File: config.mk
export PLATFORM = sky130hd
export DESIGN_NAME = mac_seq
export DESIGN_NICKNAME = d
export VERILOG_FILES = /design/src/rtl/mac_seq.sv
export SDC_FILE = /design/constraint.sdc
export NUM_CORES = 1
export LEC_CHECK = 0
export ABC_AREA = 1
export CORE_MARGIN = 2
export CORE_UTILIZATION = 43
export DETAILED_ROUTE_END_ITERATION = 7
export GPL_ROUTABILITY_DRIVEN = 0
export PLACE_DENSITY_LB_ADDON = 0.2
export SETUP_SLACK_MARGIN = 0.15
export SLEW_MARGIN = 20
export SYNTH_ARGS = -nofsm -noshare
export SYNTH_HDL_FRONTEND = slang
export SYNTH_SLANG_ARGS = --single-unit
File: constraint.sdc
create_clock -name clk -period 2.7 [get_ports clk]
set_input_delay 0.54 -clock clk [delete_from_list [all_inputs] [get_ports clk]]
set_output_delay 0.54 -clock clk [all_outputs]
set_load 0.05 [all_outputs]
File: src/rtl/mac_seq.sv
// Sequencer that streams signed operand pairs into an external MAC cell and returns the saturated dot product.
// Optional saturation-event counter output sat_cnt is built when MAC_SEQ_SAT_CNT_EN is defined.
module mac_seq #(
    parameter int LEN_W = 8
) (
    input  logic             clk,
    input  logic             rst,
    input  logic             start,
    input  logic [LEN_W-1:0] cfg_len,
    output logic             busy,
    input  logic             in_valid,
    output logic             in_ready,
    input  logic [15:0]      in_a,
    input  logic [15:0]      in_b,
    output logic [15:0]      dsp_a_value,
    output logic [15:0]      dsp_b_value,
    output logic             dsp_aen,
    output logic             dsp_ben,
    output logic             dsp_men,
    output logic             dsp_sen,
    output logic             dsp_sreset,
    input  logic [15:0]      dsp_s_out,
    input  logic             dsp_sat,
`ifdef MAC_SEQ_SAT_CNT_EN
    output logic [15:0]      sat_cnt,
`endif
    output logic             res_valid,
    input  logic             res_ready,
    output logic [15:0]      res_data,
    output logic             res_sat
);

    typedef enum logic [1:0] {
        ST_IDLE,
        ST_RUN,
        ST_DRAIN,
        ST_HOLD
    } state_e;

    state_e           state_q, state_d;
    logic [LEN_W-1:0] cnt_q, cnt_d;
    logic [15:0]      a_q, a_d, b_q, b_d;
    logic             aen_q, aen_d, men_q, men_d, sen_q, sen_d, sreset_q, sreset_d;
    logic             last1_q, last1_d, last2_q, last2_d, cap_q, cap_d;
    logic             res_valid_q, res_valid_d, res_sat_q, res_sat_d;
    logic [15:0]      res_data_q, res_data_d;
    logic             accept, last;

    // NOTE: every signal gets a default before the case so no path leaves it unassigned (no latches).
    always_comb begin
        state_d     = state_q;
        cnt_d       = cnt_q;
        a_d         = a_q;
        b_d         = b_q;
        res_valid_d = res_valid_q;
        res_data_d  = res_data_q;
        res_sat_d   = res_sat_q;
        accept      = in_valid && (state_q == ST_RUN);
        last        = accept && (cnt_q == LEN_W'(1));

        case (state_q)
            ST_IDLE: begin
                if (start && (cfg_len != '0)) begin
                    state_d = ST_RUN;
                    cnt_d   = cfg_len;
                end
            end
            ST_RUN: begin
                if (accept) begin
                    if (cnt_q != '0) cnt_d = cnt_q - LEN_W'(1);
                    if (last) state_d = ST_DRAIN;
                end
            end
            ST_DRAIN: if (cap_q) state_d = ST_HOLD;
            ST_HOLD:  if (res_ready) state_d = ST_IDLE;
            default:  state_d = ST_IDLE;
        endcase

        if (accept) begin
            a_d = in_a;
            b_d = in_b;
        end

        // Each accepted pair walks a three-stage enable pipeline; the last-pair tag rides alongside.
        aen_d    = accept;
        men_d    = aen_q;
        last1_d  = last;
        last2_d  = last1_q;
        sen_d    = men_q && !last2_q;
        sreset_d = men_q && last2_q;
        cap_d    = sreset_q;

        if (cap_q) begin
            res_valid_d = 1'b1;
            res_data_d  = dsp_s_out;
            res_sat_d   = dsp_sat;
        end else if (res_valid_q && res_ready) begin
            res_valid_d = 1'b0;
        end
    end

    // NOTE: sequential state uses non-blocking assignments only, so all flops update together.
    always_ff @(posedge clk or posedge rst) begin
        if (rst) begin
            state_q     <= ST_IDLE;
            cnt_q       <= '0;
            a_q         <= '0;
            b_q         <= '0;
            aen_q       <= 1'b0;
            men_q       <= 1'b0;
            sen_q       <= 1'b0;
            sreset_q    <= 1'b0;
            last1_q     <= 1'b0;
            last2_q     <= 1'b0;
            cap_q       <= 1'b0;
            res_valid_q <= 1'b0;
            res_data_q  <= '0;
            res_sat_q   <= 1'b0;
        end else begin
            state_q     <= state_d;
            cnt_q       <= cnt_d;
            a_q         <= a_d;
            b_q         <= b_d;
            aen_q       <= aen_d;
            men_q       <= men_d;
            sen_q       <= sen_d;
            sreset_q    <= sreset_d;
            last1_q     <= last1_d;
            last2_q     <= last2_d;
            cap_q       <= cap_d;
            res_valid_q <= res_valid_d;
            res_data_q  <= res_data_d;
            res_sat_q   <= res_sat_d;
        end
    end

`ifdef MAC_SEQ_SAT_CNT_EN
    logic [15:0] sat_cnt_q, sat_cnt_d;

    always_comb begin
        sat_cnt_d = sat_cnt_q;
        if (cap_q && dsp_sat && (sat_cnt_q != 16'hFFFF)) sat_cnt_d = sat_cnt_q + 16'd1;
    end

    always_ff @(posedge clk or posedge rst) begin
        if (rst) sat_cnt_q <= '0;
        else     sat_cnt_q <= sat_cnt_d;
    end

    assign sat_cnt = sat_cnt_q;
`endif

    assign busy        = (state_q != ST_IDLE);
    assign in_ready    = (state_q == ST_RUN);
    assign dsp_a_value = a_q;
    assign dsp_b_value = b_q;
    assign dsp_aen     = aen_q;
    assign dsp_ben     = aen_q;
    assign dsp_men     = men_q;
    assign dsp_sen     = sen_q;
    assign dsp_sreset  = sreset_q;
    assign res_valid   = res_valid_q;
    assign res_data    = res_data_q;
    assign res_sat     = res_sat_q;

endmodule

* Word-level counts from Yosys, hierarchy flattened *
Index checks and enable logic that the tools add are counted.
W data, S select, Z words.

storage, ports and cells
  register bits = 67
  input bits = 62
  output and inout port bits = 57
  word-level logic and storage cells = 52

operators by class
  add/subtract/negate cells = 1
  equality and inequality tests = 10
  muxes and demuxes = 12
  reductions and logical operators = 15

operators by type and width
  operator               number
  $mux W8                3
  $pmux W8 S2            1
  $reduce_bool A8 Y1     2
  $mux W2                5
  $eq A8 B1 Y1 const B   1
  $pmux W2 S4            1
  $sub A8 B1 Y8 const B  1
  $logic_and A1 B1 Y1    6
  $ne A2 B1 Y1 const B   3
  $ne A2 B2 Y1 const B   3
  $reduce_bool A2 Y1     3
  $reduce_and A5 Y1      1
  $eq A2 B2 Y1 const B   2
  $reduce_and A4 Y1      1
  $eq A2 B1 Y1 const B   1
  $logic_not A2 Y1       1
  $mux W1                2
  $logic_not A1 Y1       1

* Depth between registers and ports, before layout *
Gate-level depths: netlist of run 1.

  word-level depth = 6
  mapped depth = 10

* Least setup slack after synthesis of run 1 *
No wires, ideal clock.

  path kind = register to register
  from = register state_q[1]
  to = register cnt_q[4]
  setup time = 116 ps
  data arrival time = 1783 ps
  required time = 2584 ps
  path slack = 800 ps
  cell stages (with the launch flop) = 9
  buffers on the path = 0
  period minus slack after synthesis = 1900 ps
  cell sequence = dfrtp_1 -> inv_1 -> ha_1 -> inv_1 -> or2_2 -> nand2_2 -> nor2_2 -> nand2_1 -> nand2_1

between the ends
  longest elaborated chain between the ends = 4

ends and longest elaborated chain
  item                         RTL line  RTL
  from (decl)                  40        state_e state_q, state_d;
  from (signal assigned)       120       state_q <= state_d;
  $eq A2 B1 Y1 (*)             --
  net in_ready                 12        output logic in_ready,
  $logic_and A1 B1 Y1          58        accept = in_valid && (state_q == ST_RUN);
  $ne A2 B1 Y1 (no line)       --
  $reduce_and A4 Y1 (no line)  --
  to (signal assigned)         121       cnt_q <= cnt_d;
  to (decl)                    41        logic [LEN_W-1:0] cnt_q, cnt_d;

The timed path passes the listed nets; every way through them passes the cells marked *.
A chain may end at the register's enable or synchronous reset.

* Worst setup path after layout of run 1 *
  from = register state_q[1]
  to = output in_ready

between the ends
  longest elaborated chain between the ends = 1

ends and longest elaborated chain
  item          RTL line  RTL
  $eq A2 B1 Y1  154       assign in_ready = (state_q == ST_RUN);
  to (decl)     12

No other way between the ends.

==> qor.txt, run 1 <==
drt first pass iters: 6
clk root buf: clkbuf_8
Slowest cell on crit path: clkdlybuf4s50_1
# clock sinks: 67
Rows: 30
ANT nets after route: 0
worst stage delay on the critical path: 0.81 ns
routed wire length: 7010 um
Clock Pin Slew Worst Setup and Hold Paths: 0.08 ns
ranking of synthesized cells by area: dfrtp_1 (56%), nand2_1 (25%), ha_1 (3.4%)
Synth Register Bits: 67
Setup CP Type: reg -> out
H-tree depth: 3
Buf/Inv on CP: 2
family with the most delay on the worst path: buffers and inverters
Final min period: 2.42 ns
Synth top area share: 56.2%
final hold vios: 0
post-synthesis sequential area ratio: 56.2%
Worst-Margin Slew: 0.539 ns
drt drc: 0
CP endpoint kind: output port
most frequent cells in the layout: nand2_1 (201), clkdlybuf4s50_1 (117), dfrtp_1 (67), inv_1 (20), nor2_1 (13)
CP Data Required Time: 2.16 ns
synthesis-to-finish area growth: 50.3%
CP cell instances: inv_1 > ha_1 > clkdlybuf4s50_1
peak supply drop: 0.727 mV
layout cells sized above 1: 7.77%
part of the cycle the worst path needs: 89.7%
fmax: 0.413 GHz
Synth Warn #: 0
CTS Hold Bufs: 0
Final Core Density: 66.4%
leading cell type in the layout, fill and taps excluded: nand2_1
post-DR vias/cell: 4.69
Setup violations, final: 0
Worst EP arrival: 1.88 ns
Max FO, Critical Path: 4
Die H: 87.3 um
WL/cell: 12.3 um
Ports: 119
Die W: 87.3 um
TritonCTS clock tree: done
Worst-Skew Late Latency: 0.33 ns
TNS Setup: 0 ns
clock tree buffer depth: 2
Synth area leader: dfrtp_1
global-route wire length before repair: 11,300 um
core box area: 0.00676 mm2
total CTS buffers: 9
status: completed
All-Layer GR Usage: 18.7%
dpl hpwl: 4950 um
Syn Inst Count: 362
Antenna Cells: 0
Port Buffers: 118
Final Skew: 0.0109 ns
RSZ-0062 raised after global routing: false
Slew HR: 63.9%
Synth cell types: 23
Fill cells: 561
Starting Density: 44.1%
number of global-route vias before repair: 2,491
PD cells: 1200 mW/mm2
max cap viols: 0
Syn Nets: 432
Syn Std Cell Area: 0.00298 mm2
final net count: 554
largest net degree at the start of global routing: 68
Pleak: 2.22 nW
Worst Setup Start Kind: register
vias: 2,667
grt total ovfl: 0
DRT iter0 DRCs: 74
die area: 0.00762 mm2
initial antenna violation count: 0
Hold WC Path Type: reg -> reg
pins over their slew limit: 0
syn avg cell area: 8.24 um2
[stage by stage]
stage / total power, mW / instances / hold slack [ns] / worst slack, ns / area [um2]
floorplan: 3.54 / 362 / 0.331 / 0.477 / 2980
global placement: 4.40 / 553 / 0.334 / 0.636 / 4250
detailed placement: 4.44 / 553 / 0.341 / 0.593 / 4250
CTS: 5.43 / 569 / 0.356 / 0.212 / 4480
global route: 5.74 / 569 / 0.367 / 0.213 / 4480
finish: 5.37 / 569 / 0.354 / 0.279 / 4480
[cell type report]
type	count	area, um2	area share [%]
sequential	67	1680	37.4
timing repair buffer	123	1230	27.5
multi-input combinational	261	1160	25.8
clock buffer	10	138	3.07
tap	80	100	2.23
clock inverter	6	95.1	2.12
inverter	22	82.6	1.84
[cell usage after synthesis]
master and instances:
nand2_1 201, dfrtp_1 67, inv_1 21, nor2_1 13, nand3_1 9, ha_1 8
buf_2 7, nor2_2 7, nand4_1 5, o21ai_0 5, a21oi_1 2, clkbuf_1 2
nand2_2 2, nand3_2 2, o21ai_1 2, or2_2 2, a21oi_2 1, buf_1 1
buf_4 1, buf_6 1, clkinv_1 1, nand3_4 1, o21bai_4 1
[sequential cells by signal, indices dropped and copies added, names as in the netlist]
| name | flops |
|---|---|
| cap_q | 1 |
| cnt_q | 8 |
| dsp_a_value | 16 |
| dsp_aen | 1 |
| dsp_b_value | 16 |
| dsp_men | 1 |
| dsp_sen | 1 |
| dsp_sreset | 1 |
| last1_q | 1 |
| last2_q | 1 |
| res_data | 16 |
| res_sat | 1 |
| res_valid | 1 |
| state_q | 2 |
[power breakdown]
group / switching (mW) / internal (mW) / total, mW
sequential: 0.218 / 1.35 / 1.57
combinational: 1.90 / 0.959 / 2.86
clock: 0.398 / 0.555 / 0.953
total: 2.51 / 2.86 / 5.37
[per-layer routing]
layer	vias up	GRT usage [%]	part of all wire, %
met2	86	31.1	48
met3	5	4.17	7.1
met4	0	5.87	0.70
li1	1350	-	-
met5	-	0	0
met1	1226	24.2	44
[timing repair]
| item | 4_1_cts | 5_1_grt |
|---|---|---|
| endpoints found under the setup margin | 0 | 1 |
| setup buffers | 0 | 0 |
| resized for setup | 0 | 1 |
[cells by family (layout without fill, tap and decap cells)]
family                     after synthesis  in the layout  share of synthesized area, %
AOI/OAI and AO/OA                       11             11                          2.43
adders and majority gates                8              8                          3.36
buffers and inverters                   34            161                          4.95
DFF                                     67             67                          56.2
and+or+nand+nor                        242            242                          33.1
[worst paths after layout]
kind	start	to	slack, ns	cells after the start
min reg2reg	last1_q$_DFF_PP0_	last2_q$_DFF_PP0_	0.35	0
max in group asynchronous	rst	dsp_men$_DFF_PP0_	1.81	3
max	state_q[1]$_DFFE_PP0P_	in_ready	0.28	3
min	last1_q$_DFF_PP0_	last2_q$_DFF_PP0_	0.35	0
max reg2reg	state_q[1]$_DFFE_PP0P_	cnt_q[4]$_DFFE_PP0P_	0.66	9
min in group asynchronous	rst	dsp_b_value[14]$_DFFE_PP0P_	0.61	3
Power figures use the tool's default switching activity.
==> run 2, diff against run 1 <==
--- a/config.mk
+++ b/config.mk
@@ -10,7 +10,7 @@
 export CORE_UTILIZATION = 43
 export DETAILED_ROUTE_END_ITERATION = 7
 export GPL_ROUTABILITY_DRIVEN = 0
-export PLACE_DENSITY_LB_ADDON = 0.2
+export PLACE_DENSITY_LB_ADDON = 0.15
 export SETUP_SLACK_MARGIN = 0.15
 export SLEW_MARGIN = 20
 export SYNTH_ARGS = -nofsm -noshare
==> run 2 against run 1 <==
  * Die area stayed put
  * Global-route usage is 1.3 points higher
  * Cell area is 0.22% lower
  * Largest cell class unchanged
  * Critical endpoint unchanged
  * Critical path depth stayed put
  * Non-clock buffer count is 1 higher
  * Via count is 1.2% lower
  * Register-to-register slack hardly changed
==> qor.txt, run 2 (same netlist as run 1, synthesis figures left out) <==
fmax: 0.419 GHz (was 0.413 GHz)
Setup violations, final: 0 (unchanged)
CTS Hold Bufs: 0 (unchanged)
Pwr Total: 5.36 mW (was 5.37 mW)
layout cells sized above 1: 7.38% (was 7.77%)
post-DR vias/cell: 4.64 (was 4.69)
RSZ-0062 raised after global routing: false (unchanged)
TritonCTS clock tree: done (unchanged)
Max FO, Critical Path: 4 (unchanged)
synthesis-to-finish area growth: 50.0% (was 50.3%)
die area: 0.00762 mm2 (unchanged)
WL/cell: 12.7 um (was 12.3 um)
Rows: 30 (unchanged)
Worst EP arrival: 1.85 ns (was 1.88 ns)
Pleak: 2.22 nW (about the same)
Ports: 119 (unchanged)
family with the most delay on the worst path: buffers and inverters (unchanged)
final net count: 555 (was 554)
Final Skew: 0.00645 ns (was 0.0109 ns)
drt first pass iters: 4 (was 6)
pins over their slew limit: 0 (unchanged)
Buf/Inv on CP: 2 (unchanged)
initial antenna violation count: 0 (unchanged)
Hold WC Path Type: reg -> reg (unchanged)
clk root buf: clkbuf_8 (unchanged)
CP endpoint kind: output port (unchanged)
Final min period: 2.39 ns (was 2.42 ns)
CP Data Required Time: 2.16 ns (about the same)
core box area: 0.00676 mm2 (unchanged)
Slew HR: 61.3% (was 63.9%)
vias: 2,636 (was 2,667)
Starting Density: 44.1% (unchanged)
number of global-route vias before repair: 2,599 (was 2,491)
part of the cycle the worst path needs: 88.4% (was 89.7%)
leading cell type in the layout, fill and taps excluded: nand2_1 (unchanged)
Clock Pin Slew Worst Setup and Hold Paths: 0.07 ns (was 0.08 ns)
final hold vios: 0 (unchanged)
Antenna Cells: 0 (unchanged)
routed wire length: 7200 um (was 7010 um)
largest net degree at the start of global routing: 34 (was 68)
Die W: 87.3 um (unchanged)
total CTS buffers: 9 (unchanged)
most frequent cells in the layout: nand2_1 (201), clkdlybuf4s50_1 (117), dfrtp_1 (67), inv_1 (20), nor2_1 (13) (unchanged)
PD cells: 1200 mW/mm2 (about the same)
Port Buffers: 118 (unchanged)
Setup CP Type: reg -> out (unchanged)
grt total ovfl: 0 (unchanged)
PostCTS Resize Cnt: 0 (unchanged)
Die H: 87.3 um (unchanged)
DRT iter0 DRCs: 101 (was 74)
status: completed (unchanged)
# clock sinks: 67 (unchanged)
TNS Setup: 0 ns (unchanged)
dpl hpwl: 5340 um (was 4950 um)
CP cell instances: inv_1 > ha_1 > clkdlybuf4s50_1 (unchanged)
clock tree buffer depth: 2 (unchanged)
max cap viols: 0 (unchanged)
postcts setup bufs: 0 (unchanged)
Worst-Margin Slew: 0.580 ns (was 0.539 ns)
worst stage delay on the critical path: 0.80 ns (was 0.81 ns)
drt drc: 0 (unchanged)
Slowest cell on crit path: clkdlybuf4s50_1 (unchanged)
Worst Setup Start Kind: register (unchanged)
H-tree depth: 3 (unchanged)
peak supply drop: 0.671 mV (was 0.727 mV)
All-Layer GR Usage: 19.9% (was 18.7%)
Worst-Skew Late Latency: 0.33 ns (about the same)
global-route wire length before repair: 11,900 um (was 11,300 um)
ANT nets after route: 0 (unchanged)
==> run 2: cell types whose count changed in the layout (fill, tap and decap cells not counted) <==
cell	change
clkinv_4	-2
clkbuf_1	+1
buf_4	+1
inv_6	-2
clkbuf_8	+1
==> run 2: worst reg2reg max path, stage by stage (launching register included) <==
cell and delay (ns):
dfrtp_1 0.40, inv_1 0.10, ha_1 0.20, buf_4 0.18
inv_1 0.35, or2_2 0.27, nand2_2 0.07, nor2_2 0.24
nand2_1 0.09, nand2_1 0.07
==> run 2: power by group <==
group,switching (mW),total (mW),internal (mW)
sequential,0.223,1.57,1.35
clock,0.361,0.923,0.561
combinational,1.90,2.86,0.960
total,2.49,5.36,2.87
==> run 2: path summary, 6_finish.rpt <==
kind	end	start	cells past startpoint	slack, ns
worst max-delay path	in_ready	state_q[1]$_DFFE_PP0P_	3	0.31
worst min-delay path	last2_q$_DFF_PP0_	last1_q$_DFF_PP0_	0	0.36
worst max register to register	cnt_q[5]$_DFFE_PP0P_	state_q[1]$_DFFE_PP0P_	9	0.66
worst min register to register	last2_q$_DFF_PP0_	last1_q$_DFF_PP0_	0	0.36
max in group asynchronous	dsp_b_value[10]$_DFFE_PP0P_	rst	3	1.53
min in group asynchronous	dsp_b_value[11]$_DFFE_PP0P_	rst	2	0.58
==> run 2: layer usage <==
metal  track usage, %  up-vias  wire [um]
met5                0        -          0
met4             9.51        0        149
met3             4.55       13        470
met2             30.9       88       3320
met1             26.4     1196       3250
li1                 -     1339          -
==> run 2: through the flow <==
step | area, um2 | utilization [%] | setup WS, ns | instances | hold WS [ns]
3_5_place_dp | 4260 | 63.0 | 0.600 | 554 | 0.344
5_1_grt | 4470 | 66.2 | 0.222 | 568 | 0.368
3_3_place_gp | 4260 | 63.0 | 0.637 | 554 | 0.338
2_1_floorplan | 2980 | - | 0.477 | 362 | 0.331
4_1_cts | 4470 | 66.2 | 0.228 | 568 | 0.359
6_report | 4470 | 66.2 | 0.314 | 568 | 0.356
==> run 2: area by class of cell <==
| type | instances | area, um2 |
|---|---|---|
| Sequential cell | 67 | 1680 |
| Timing Repair Buffer | 124 | 1240 |
| Inverter | 22 | 82.6 |
| Clock buffer | 12 | 155 |
| Multi-Input combinational cell | 261 | 1160 |
| Tap cell | 80 | 100 |
| Clock inverter | 2 | 60.1 |
| Fill cell | 565 | 2280 |
==> run 3, diff against run 2 <==
--- a/config.mk
+++ b/config.mk
@@ -11,6 +11,7 @@
 export DETAILED_ROUTE_END_ITERATION = 7
 export GPL_ROUTABILITY_DRIVEN = 0
 export PLACE_DENSITY_LB_ADDON = 0.15
+export RECOVER_POWER = 50
 export SETUP_SLACK_MARGIN = 0.15
 export SLEW_MARGIN = 20
 export SYNTH_ARGS = -nofsm -noshare
==> run 3 against run 2 <==
  * Clock-buffer cell count did not move
  * Clock power hardly changed
  * Setup slack improved by 0.0083 ns
  * Cell area fell by 0.64%
  * First-iteration DRC count is 11% lower
  * Global-route usage is the same
  * Sequential power barely moved
  * Worst hold slack barely moved
  * Power down 0.36%
  * Die area is the same
  * Critical path type unchanged
  * Critical endpoint unchanged
  * Highest routed layer unchanged
==> qor.txt, run 3 (same netlist as run 1, synthesis figures left out) <==
placed inst area: 0.00426 mm2 (unchanged)
family with the most delay on the worst path: buffers and inverters (unchanged)
WL/cell: 12.7 um (about the same)
leading cell type in the layout, fill and taps excluded: nand2_1 (unchanged)
PD cells: 1200 mW/mm2 (about the same)
max cap viols: 0 (unchanged)
worst stage delay on the critical path: 0.80 ns (about the same)
Buf/Inv on CP: 2 (unchanged)
TNS Setup: 0 ns (unchanged)
vias: 2,636 (unchanged)
clk root buf: clkbuf_8 (unchanged)
largest net degree at the start of global routing: 34 (unchanged)
Die W: 87.3 um (unchanged)
TritonCTS clock tree: done (unchanged)
H-tree depth: 3 (unchanged)
CP Data Required Time: 2.16 ns (about the same)
CP endpoint kind: output port (unchanged)
clock tree buffer depth: 2 (unchanged)
most frequent cells in the layout: nand2_1 (201), clkdlybuf4s50_1 (116), dfrtp_1 (67), inv_1 (21), nor2_1 (13) (was nand2_1 (201), clkdlybuf4s50_1 (117), dfrtp_1 (67), inv_1 (20), nor2_1 (13))
Setup violations, final: 0 (unchanged)
DRT iter0 DRCs: 90 (was 101)
number of global-route vias before repair: 2,599 (unchanged)
Die H: 87.3 um (unchanged)
part of the cycle the worst path needs: 88.1% (was 88.4%)
routed wire length: 7190 um (was 7200 um)
grt total ovfl: 0 (unchanged)
pins over their slew limit: 0 (unchanged)
Ports: 119 (unchanged)
All-Layer GR Usage: 19.9% (unchanged)
Setup CP Type: reg -> out (unchanged)
Worst EP arrival: 1.84 ns (was 1.85 ns)
final net count: 555 (unchanged)
RSZ-0062 raised after global routing: false (unchanged)
Pleak: 2.21 nW (was 2.22 nW)
postcts setup bufs: 0 (unchanged)
Antenna Cells: 0 (unchanged)
Max FO, Critical Path: 4 (unchanged)
total CTS buffers: 9 (unchanged)
CTS Hold Bufs: 0 (unchanged)
Worst Setup Start Kind: register (unchanged)
CP cell instances: inv_1 > ha_1 > clkdlybuf4s50_1 (unchanged)
Final Cell Area: 0.00445 mm2 (was 0.00447 mm2)
final hold vios: 0 (unchanged)
Pwr Total: 5.34 mW (was 5.36 mW)
Final Skew: 0.00694 ns (was 0.00645 ns)
peak supply drop: 0.671 mV (about the same)
post-DR vias/cell: 4.64 (unchanged)
ANT nets after route: 0 (unchanged)
# clock sinks: 67 (unchanged)
Final Core Density: 65.8% (was 66.2%)
Final min period: 2.38 ns (was 2.39 ns)
drt first pass iters: 4 (unchanged)
Hold WC Path Type: reg -> reg (unchanged)
Rows: 30 (unchanged)
initial antenna violation count: 0 (unchanged)
core box area: 0.00676 mm2 (unchanged)
Port Buffers: 118 (unchanged)
global-route wire length before repair: 11,900 um (unchanged)
dpl hpwl: 5340 um (unchanged)
Slew HR: 33.7% (was 61.3%)
status: completed (unchanged)
Worst-Skew Late Latency: 0.33 ns (about the same)
Fill cells: 571 (was 565)
Slowest cell on crit path: clkdlybuf4s50_1 (unchanged)
layout cells sized above 1: 6.56% (was 7.38%)
Clock Pin Slew Worst Setup and Hold Paths: 0.07 ns (about the same)
Starting Density: 44.1% (unchanged)
Worst-Margin Slew: 0.993 ns (was 0.580 ns)
fmax: 0.421 GHz (was 0.419 GHz)
die area: 0.00762 mm2 (unchanged)
synthesis-to-finish area growth: 49.0% (was 50.0%)
drt drc: 0 (unchanged)
[run 3: final timing paths]
check / start / slack (ns) / depth (start not counted) / end
worst max-delay path: state_q[1]$_DFFE_PP0P_ / 0.32 / 3 / in_ready
worst min-delay path: last1_q$_DFF_PP0_ / 0.36 / 0 / last2_q$_DFF_PP0_
worst max register to register: state_q[1]$_DFFE_PP0P_ / 0.33 / 9 / cnt_q[5]$_DFFE_PP0P_
worst min register to register: last1_q$_DFF_PP0_ / 0.36 / 0 / last2_q$_DFF_PP0_
max in group asynchronous: rst / 0.50 / 3 / res_data[9]$_DFFE_PP0P_
min in group asynchronous: rst / 0.88 / 2 / dsp_b_value[11]$_DFFE_PP0P_
[run 3: final cells by class]
type | count | area, um2 | area share (%)
multi-input cells | 261 | 1160 | 26.1
inverters | 22 | 82.6 | 1.86
well taps | 80 | 100 | 2.25
clock buffers | 12 | 155 | 3.49
clock inverters | 2 | 60.1 | 1.35
flip-flops and latches | 67 | 1680 | 37.7
repair buffers | 124 | 1210 | 27.3
[run 3: where the power goes]
group	internal [mW]	switching, mW
Sequential	1.35	0.222
Clock	0.561	0.358
Combinational	0.948	1.90
Total	2.86	2.48
[run 3: layer usage]
layer	part of all wire [%]	global-route usage [%]	wire length [um]	vias to the layer above
li1	-	-	-	1342
met1	46	26.4	3280	1192
met2	46	30.9	3290	90
met3	6.6	4.55	475	12
met4	1.9	9.51	138	0
met5	0	0	0	-
[run 3: repair_timing]
item                                    in CTS  in global routing
endpoints found under the hold margin        0                  0
gates resized for setup                      0                  1
endpoints found under the setup margin       0                  1
[run 3: metrics by stage]
stage          hold WS [ns]  setup slack [ns]  std cells
6_report              0.356             0.323        568
5_1_grt               0.368             0.128        568
4_1_cts               0.359             0.228        568
3_5_place_dp          0.344             0.600        554
3_3_place_gp          0.338             0.637        554
2_1_floorplan         0.331             0.477        362
